**config.mk**
```make
export PLATFORM = sky130hd
export DESIGN_NAME = fetch_unit
export DESIGN_NICKNAME = d
export VERILOG_FILES = /design/src/rtl/fetch_unit.sv
export SDC_FILE = /design/constraint.sdc
export NUM_CORES = 1
export LEC_CHECK = 0
export BUFFER_PORTS_ARGS = -buffer_cell sky130_fd_sc_hd__buf_2
export CORE_AREA = 3 3 88 111
export CTS_BUF_LIST = sky130_fd_sc_hd__clkbuf_2
export DETAILED_ROUTE_END_ITERATION = 16
export DIE_AREA = 0 0 91 114
export PLACE_DENSITY = 0.82
export SYNTH_ARGS = -nofsm -noshare
export SYNTH_HDL_FRONTEND = slang
export SYNTH_SLANG_ARGS = --single-unit
```
**constraint.sdc**
```tcl
create_clock -name clk -period 3 [get_ports clk]
set_input_delay 0.3 -clock clk [delete_from_list [all_inputs] [get_ports clk]]
set_output_delay 0.3 -clock clk [all_outputs]
set_load 0.02 [all_outputs]
```
**src/rtl/fetch_unit.sv**
```systemverilog
// Instruction fetch: one outstanding imem request, one held instruction for decode, branch redirect.
// Outputs are decoded from registered state only; decode backpressure holds the instruction in place.
module fetch_unit #(
   parameter logic [31:0] RESET_PC = 32'h0000_0000
) (
   input  logic        clk,
   input  logic        rst_n,
   input  logic        take_branch,
   input  logic [31:0] branch_target,
   output logic        imem_req_valid,
   output logic [31:0] imem_req_addr,
   input  logic        imem_req_ready,
   input  logic        imem_rsp_valid,
   input  logic [31:0] imem_rsp_data,
   output logic        inst_valid,
   output logic [31:0] inst_out,
   output logic [31:0] inst_pc,
   input  logic        inst_ready,
   output logic        misalign_err
);

   localparam logic [2:0] S_IDLE  = 3'd0;
   localparam logic [2:0] S_REQ   = 3'd1;
   localparam logic [2:0] S_WAIT  = 3'd2;
   localparam logic [2:0] S_HOLD  = 3'd3;
   localparam logic [2:0] S_DRAIN = 3'd4;

   logic [2:0]  state_q, state_d;
   logic [31:0] pc_q, pc_d;
   logic [31:0] inst_q, inst_d;
   logic [31:0] ipc_q, ipc_d;
   logic        mis_q, mis_d;

   always_comb begin
      state_d = state_q;
      pc_d    = pc_q;
      inst_d  = inst_q;
      ipc_d   = ipc_q;
      mis_d   = 1'b0;
      if (take_branch) begin
         // Redirect wins over everything; an accepted or in-flight request must be drained.
         pc_d  = {branch_target[31:2], 2'b00};
         mis_d = (branch_target[1:0] != 2'b00);
         case (state_q)
            S_REQ:   state_d = imem_req_ready ? S_DRAIN : S_REQ;
            S_WAIT:  state_d = imem_rsp_valid ? S_REQ : S_DRAIN;
            S_DRAIN: state_d = S_DRAIN;
            default: state_d = S_REQ;
         endcase
      end else begin
         case (state_q)
            S_IDLE: state_d = S_REQ;
            S_REQ: begin
               if (imem_req_ready) state_d = S_WAIT;
            end
            S_WAIT: begin
               if (imem_rsp_valid) begin
                  inst_d  = imem_rsp_data;
                  ipc_d   = pc_q;
                  pc_d    = pc_q + 32'd4;
                  state_d = S_HOLD;
               end
            end
            S_HOLD: begin
               if (inst_ready) state_d = S_REQ;
            end
            S_DRAIN: begin
               if (imem_rsp_valid) state_d = S_REQ;
            end
            default: state_d = S_IDLE;
         endcase
      end
   end

   always_ff @(posedge clk) begin
      if (!rst_n) begin
         state_q <= S_IDLE;
         pc_q    <= RESET_PC;
         inst_q  <= 32'd0;
         ipc_q   <= 32'd0;
         mis_q   <= 1'b0;
      end else begin
         state_q <= state_d;
         pc_q    <= pc_d;
         inst_q  <= inst_d;
         ipc_q   <= ipc_d;
         mis_q   <= mis_d;
      end
   end

   assign imem_req_valid = (state_q == S_REQ);
   assign imem_req_addr  = pc_q;
   assign inst_valid     = (state_q == S_HOLD);
   assign inst_out       = inst_q;
   assign inst_pc        = ipc_q;
   assign misalign_err   = mis_q;

endmodule

```
After elaboration in Yosys (flattened, before gate mapping):

Index checks and enable logic that the tools add are counted.

* bits of input ports: 70
* flip-flop bits (word level): 100
* logic and storage cells: 39
* output and inout bits: 99

* eq/ne operators: 8
* muxes and demuxes: 12
* add/sub/neg operators: 1
* bitwise operators: 2
* reduce and logical (&&, ||, !) cells: 10

Operators by type and width (count)
* 32-bit 2-to-1 mux: 3
* 32-bit by 3-bit adder with 32-bit output (second input constant): 1
* 3-bit 2-to-1 mux: 7
* 3-bit one-hot mux with 5 select lines: 1
* 3-bit one-hot mux with 3 select lines: 1
* 3-bit by 2-bit equality test with 1-bit output (second input constant): 2
* 3-bit by 2-bit inequality test with 1-bit output (second input constant): 2
* 3-bit inequality test (second input constant): 2
* 2-bit AND reduction: 3
* 2-bit nonzero test: 3
* 4-bit AND reduction: 1
* 3-bit by 1-bit equality test with 1-bit output (second input constant): 1
* 3-bit equality test (second input constant): 1
* 3-bit zero test: 1
* 3-bit AND reduction: 1
* 1-bit inverter: 2
* 2-bit OR reduction: 1

Logic depth before layout (Yosys ltp):

* word-level depth: 4
* gate-level depth with buffers: 6
* gate-level depth less buffers: 5

Worst setup path before layout:

OpenSTA, ideal clock, no wires.

* kind: register to register
* start point: register pc_q[2], in the netlist imem_req_addr[2]
* end point: register pc_q[22], in the netlist imem_req_addr[22]
* buffers on the path: 1
* slack: 0.726 ns
* arrival: 2.200 ns
* setup time: 0.074 ns
* data required time: 2.926 ns
* clock period less this slack: 2.274 ns
* cell stages (with the launch flop): 7
* cell sequence: dfxtp_1 ha_1 clkbuf_1 inv_1 or4_4 or4_1 a31oi_1

* longest elaborated chain between the ends: 4

RTL lines
* start, declared: line 29 `logic [31:0] pc_q, pc_d;`
* start signal, assigned: line 84 `pc_q <= pc_d;`
* 32-bit by 3-bit adder with 32-bit output: line 60 `pc_d = pc_q + 32'd4;`
* 32-bit 2-to-1 mux: line 57 `if (imem_rsp_valid) begin`
* 32-bit 2-to-1 mux: line 51 `case (state_q)`
* 32-bit 2-to-1 mux: line 40 `if (take_branch) begin`

Every way passes these cells. The select of a mux whose other input is x is not followed.
A chain may end at the register's enable or synchronous reset.

Final worst setup path:

* start point: register state_q[1]
* end point: register pc_q[15], in the netlist imem_req_addr[15]

* longest elaborated chain between the ends: 3

RTL lines
* start, declared: line 28 `logic [2:0] state_q, state_d;`
* start signal, assigned: line 83 `state_q <= state_d;`
* 3-bit by 2-bit equality test with 1-bit output: line 51
* 2-bit nonzero test (no source line)
* 2-bit AND reduction (no source line)

Every way passes these cells.

==> impl_metrics.json <==
{
  "outcome": "complete, no violations",
  "clock_sinks": 96,
  "drive_gt1_share_pct": 25.5,
  "synth_seq_area_share_pct": 44.0,
  "finish.net_count": 834,
  "rsz0062_at_grt": "no",
  "drc": 0,
  "syn-cell-area_um2": 4360,
  "holdPathEnd": "imem_req_addr[27]",
  "wl_met3_um": 1280,
  "htreeDepth": 3,
  "hpwl_um": 9430,
  "syn2layout_area_growth_pct": 35.6,
  "totalNegativeSetupSlack_ns": 0,
  "n_antenna_cell": 0,
  "fin_ws_ns": 0.621,
  "grt_start_max_net_pins": 79,
  "core_area_um2": 8750,
  "cp.arrival_ns": 2.90,
  "synthTopCellsByArea": "dfxtp_1 44%, nand2_1 12%, a21oi_1 8.1%, clkbuf_1 2.9%, or4_1 2.6%",
  "clock_latency_ns": 0.59,
  "yosysUniqueCellTypes": 54,
  "fmax_ghz": 0.420,
  "end_kind": "flip-flop",
  "drt_pass1_iterations": 7,
  "timing.slew.headroom_pct": 46.3,
  "clockRootBuffer": "clkbuf_2",
  "cts_resized": 0,
  "ant_nets": 0,
  "wl_per_cell_um": 16.3,
  "hold_path.startpoint": "branch_target[27]",
  "drt-met1-wl_um": 5520,
  "pwr-share-clk_pct": 26.5,
  "initial_core_util_pct": 49.9,
  "synthCells": 565,
  "setup_viol": 0,
  "yosys_register_bits": 96,
  "power_switching_mw": 0.692,
  "swShare_pct": 29.3,
  "ys.flop_type": "dfxtp_1",
  "place_ws_ns": 0.723,
  "cts_made_buffers": 9,
  "die_area_um2": 10400,
  "critical_path_class": "flip-flop to flip-flop",
  "antenna_found_initial": 0,
  "die_w_um": 91,
  "nFillCells": 736,
  "p_comb_share_pct": 14.6,
  "drv_slew": 0,
  "critPathRequiredTime_ns": 3.52,
  "overflow": 0,
  "async_reset_ff_share_pct": 0,
  "ys_warn_count": 0,
  "synth.top_cell.area_share_pct": 44.0,
  "start_kind": "flip-flop",
  "path_clk_slew_ns": 0.25,
  "cap_viol_max_count": 0,
  "cell_internal_pwr_mw": 1.67,
  "avgSynthCellArea_um2": 7.72,
  "grt_pass1_vias": 4663,
  "clk_path_buf_depth": 2,
  "die_y_um": 114,
  "wirelength_um": 14500,
  "min_path_type": "primary input to flip-flop",
  "route.vias.total": 5098,
  "grt_pass1_wl_um": 22700,
  "reg2reg_to": "imem_req_addr[15]",
  "reg2reg_from": "state_q[1]",
  "routed.top_layer": "met4",
  "pin_count": 169,
  "io_buffers": 164,
  "power_mw": 2.36,
  "drt_iter0_drc": 487,
  "vias_per_cell": 5.74,
  "cts_tree": "yes",
  "row_count": 38,
  "crit_fanout": 15,
  "grt_usage_pct": 26.8,
  "regToRegSetupSlack_ns": 0.62,
  "worst_hold_slack_ns": 0.0468,
  "wl_met2_um": 7160,
  "utilization_pct": 67.6,
  "yosys.cell_count.top_type": "nand2_1",
  "synth-edff-count": 0,
  "finalWeightedCongestion": 0.923,
  "rr_worst_depth": 5,
  "share_seq_of_total_power_pct": 58.9,
  "holdPathStages": 3,
  "final-hold-violation-count": 0,
  "power_density_nw_per_um2": 399,
  "yosys-top-cells-count": "142 x nand2_1, 96 x dfxtp_1, 71 x a21oi_1",
  "p_leak_nw": 2.39,
  "fin_skew_ns": 0.0270,
  "tightestPinTransition_ns": 0.805,
  "post_cts.repair.setup_buffers": 0,
  "layout_min_cycle_time_ns": 2.38,
  "fin_crit_sh_pct": 79.3,
  "peakVddDrop_uv": 251,
  "yosysTopAreaCell": "dfxtp_1"
}
==> logic make-up after synthesis <==
kind of cell | count (synthesis) | share of synthesized area (%)
AND/OR/NAND/NOR | 257 | 28.5
AO/OA/AOI/OAI | 143 | 19.7
flip-flops | 96 | 44.0
buffers and inverters | 57 | 5.39
XOR/XNOR | 8 | 1.61
multiplexers | 2 | 0.459
adder cells (fa/ha/maj) | 1 | 0.287
other | 1 | 0.0859
==> power by group through the flow <==
stage	clock network, mW	registers, mW	logic [mW]
after floorplan	0	1.42	0.141
after global placement	0	1.41	0.271
after detailed placement	0	1.41	0.276
after CTS	0.635	1.39	0.336
after global routing	0.693	1.40	0.371
final	0.626	1.39	0.344
==> layout make-up <==
type / count / area [um^2] / area share [%]
Multi-Input combinational cell: 415 / 2220 / 37.6
Sequential cell: 96 / 1920 / 32.5
Timing Repair Buffer: 232 / 1480 / 25.0
Tap cell: 120 / 150 / 2.54
Clock inverter: 6 / 58.8 / 0.994
Clock buffer: 10 / 50.0 / 0.846
Inverter: 9 / 33.8 / 0.571
==> worst max path at each step <==
stage / start / to / slack (ns) / cells after the start
floorplan: imem_req_addr[2] / imem_req_addr[22] / 0.73 / 6
global placement: state_q[1] / imem_req_addr[29] / 0.79 / 4
detailed placement: state_q[1] / imem_req_addr[27] / 0.72 / 4
CTS: state_q[1] / imem_req_addr[27] / 0.69 / 4
global route: state_q[1] / imem_req_addr[29] / 0.52 / 4
finish: state_q[1] / imem_req_addr[15] / 0.62 / 5
==> worst max-delay path: stages (launching register included) <==
cell      delay (ns)
dfxtp_1         0.67
nor4bb_1        0.37
buf_4           0.21
nand3_1         0.30
or4_1           0.49
a311oi_1        0.26
==> cell usage in the layout (no fill, tap or decap), types with 3 or more instances in the layout <==
| master | count |
|---|---|
| a211oi_1 | 7 |
| a21oi_1 | 71 |
| a311oi_1 | 6 |
| a31oi_1 | 9 |
| and3_1 | 5 |
| and4_1 | 3 |
| buf_2 | 164 |
| buf_4 | 9 |
| clkbuf_2 | 10 |
| conb_1 | 4 |
| dfxtp_1 | 96 |
| dlygate4sd3_1 | 59 |
| inv_1 | 8 |
| nand2_1 | 142 |
| nand2b_1 | 5 |
| nand3_1 | 16 |
| nand4_1 | 15 |
| nor2_1 | 18 |
| nor2b_1 | 3 |
| nor3_1 | 5 |
| nor4_1 | 7 |
| o2111ai_1 | 4 |
| o211ai_1 | 5 |
| o21ai_0 | 22 |
| o31ai_1 | 7 |
| or3_1 | 7 |
| or4_1 | 15 |
| xnor2_1 | 4 |
| xor2_1 | 4 |
==> state kept, by name, summed over array words and instances (netlist names) <==
register and count:
inst_out 32, imem_req_addr 30, inst_pc 30, state_q 3, misalign_err 1
==> timing repair <==
| item | in CTS | in global routing |
|---|---|---|
| setup endpoints to repair | 0 | 0 |
| endpoints found under the hold margin | 57 | 1 |
| hold buffers | 58 | 1 |
==> through the flow <==
stage,area (um^2),std cells
finish,5920,888
global route,5920,888
CTS,5910,887
detailed placement,5220,813
global placement,5220,813
floorplan,4380,568
==> layer usage <==
metal	global-route usage [%]	up-vias
met1	32.4	2346
li1	-	2394
met3	5.41	55
met5	0	-
met2	45.7	303
met4	12.8	0
(Power assumes the default switching activity.)
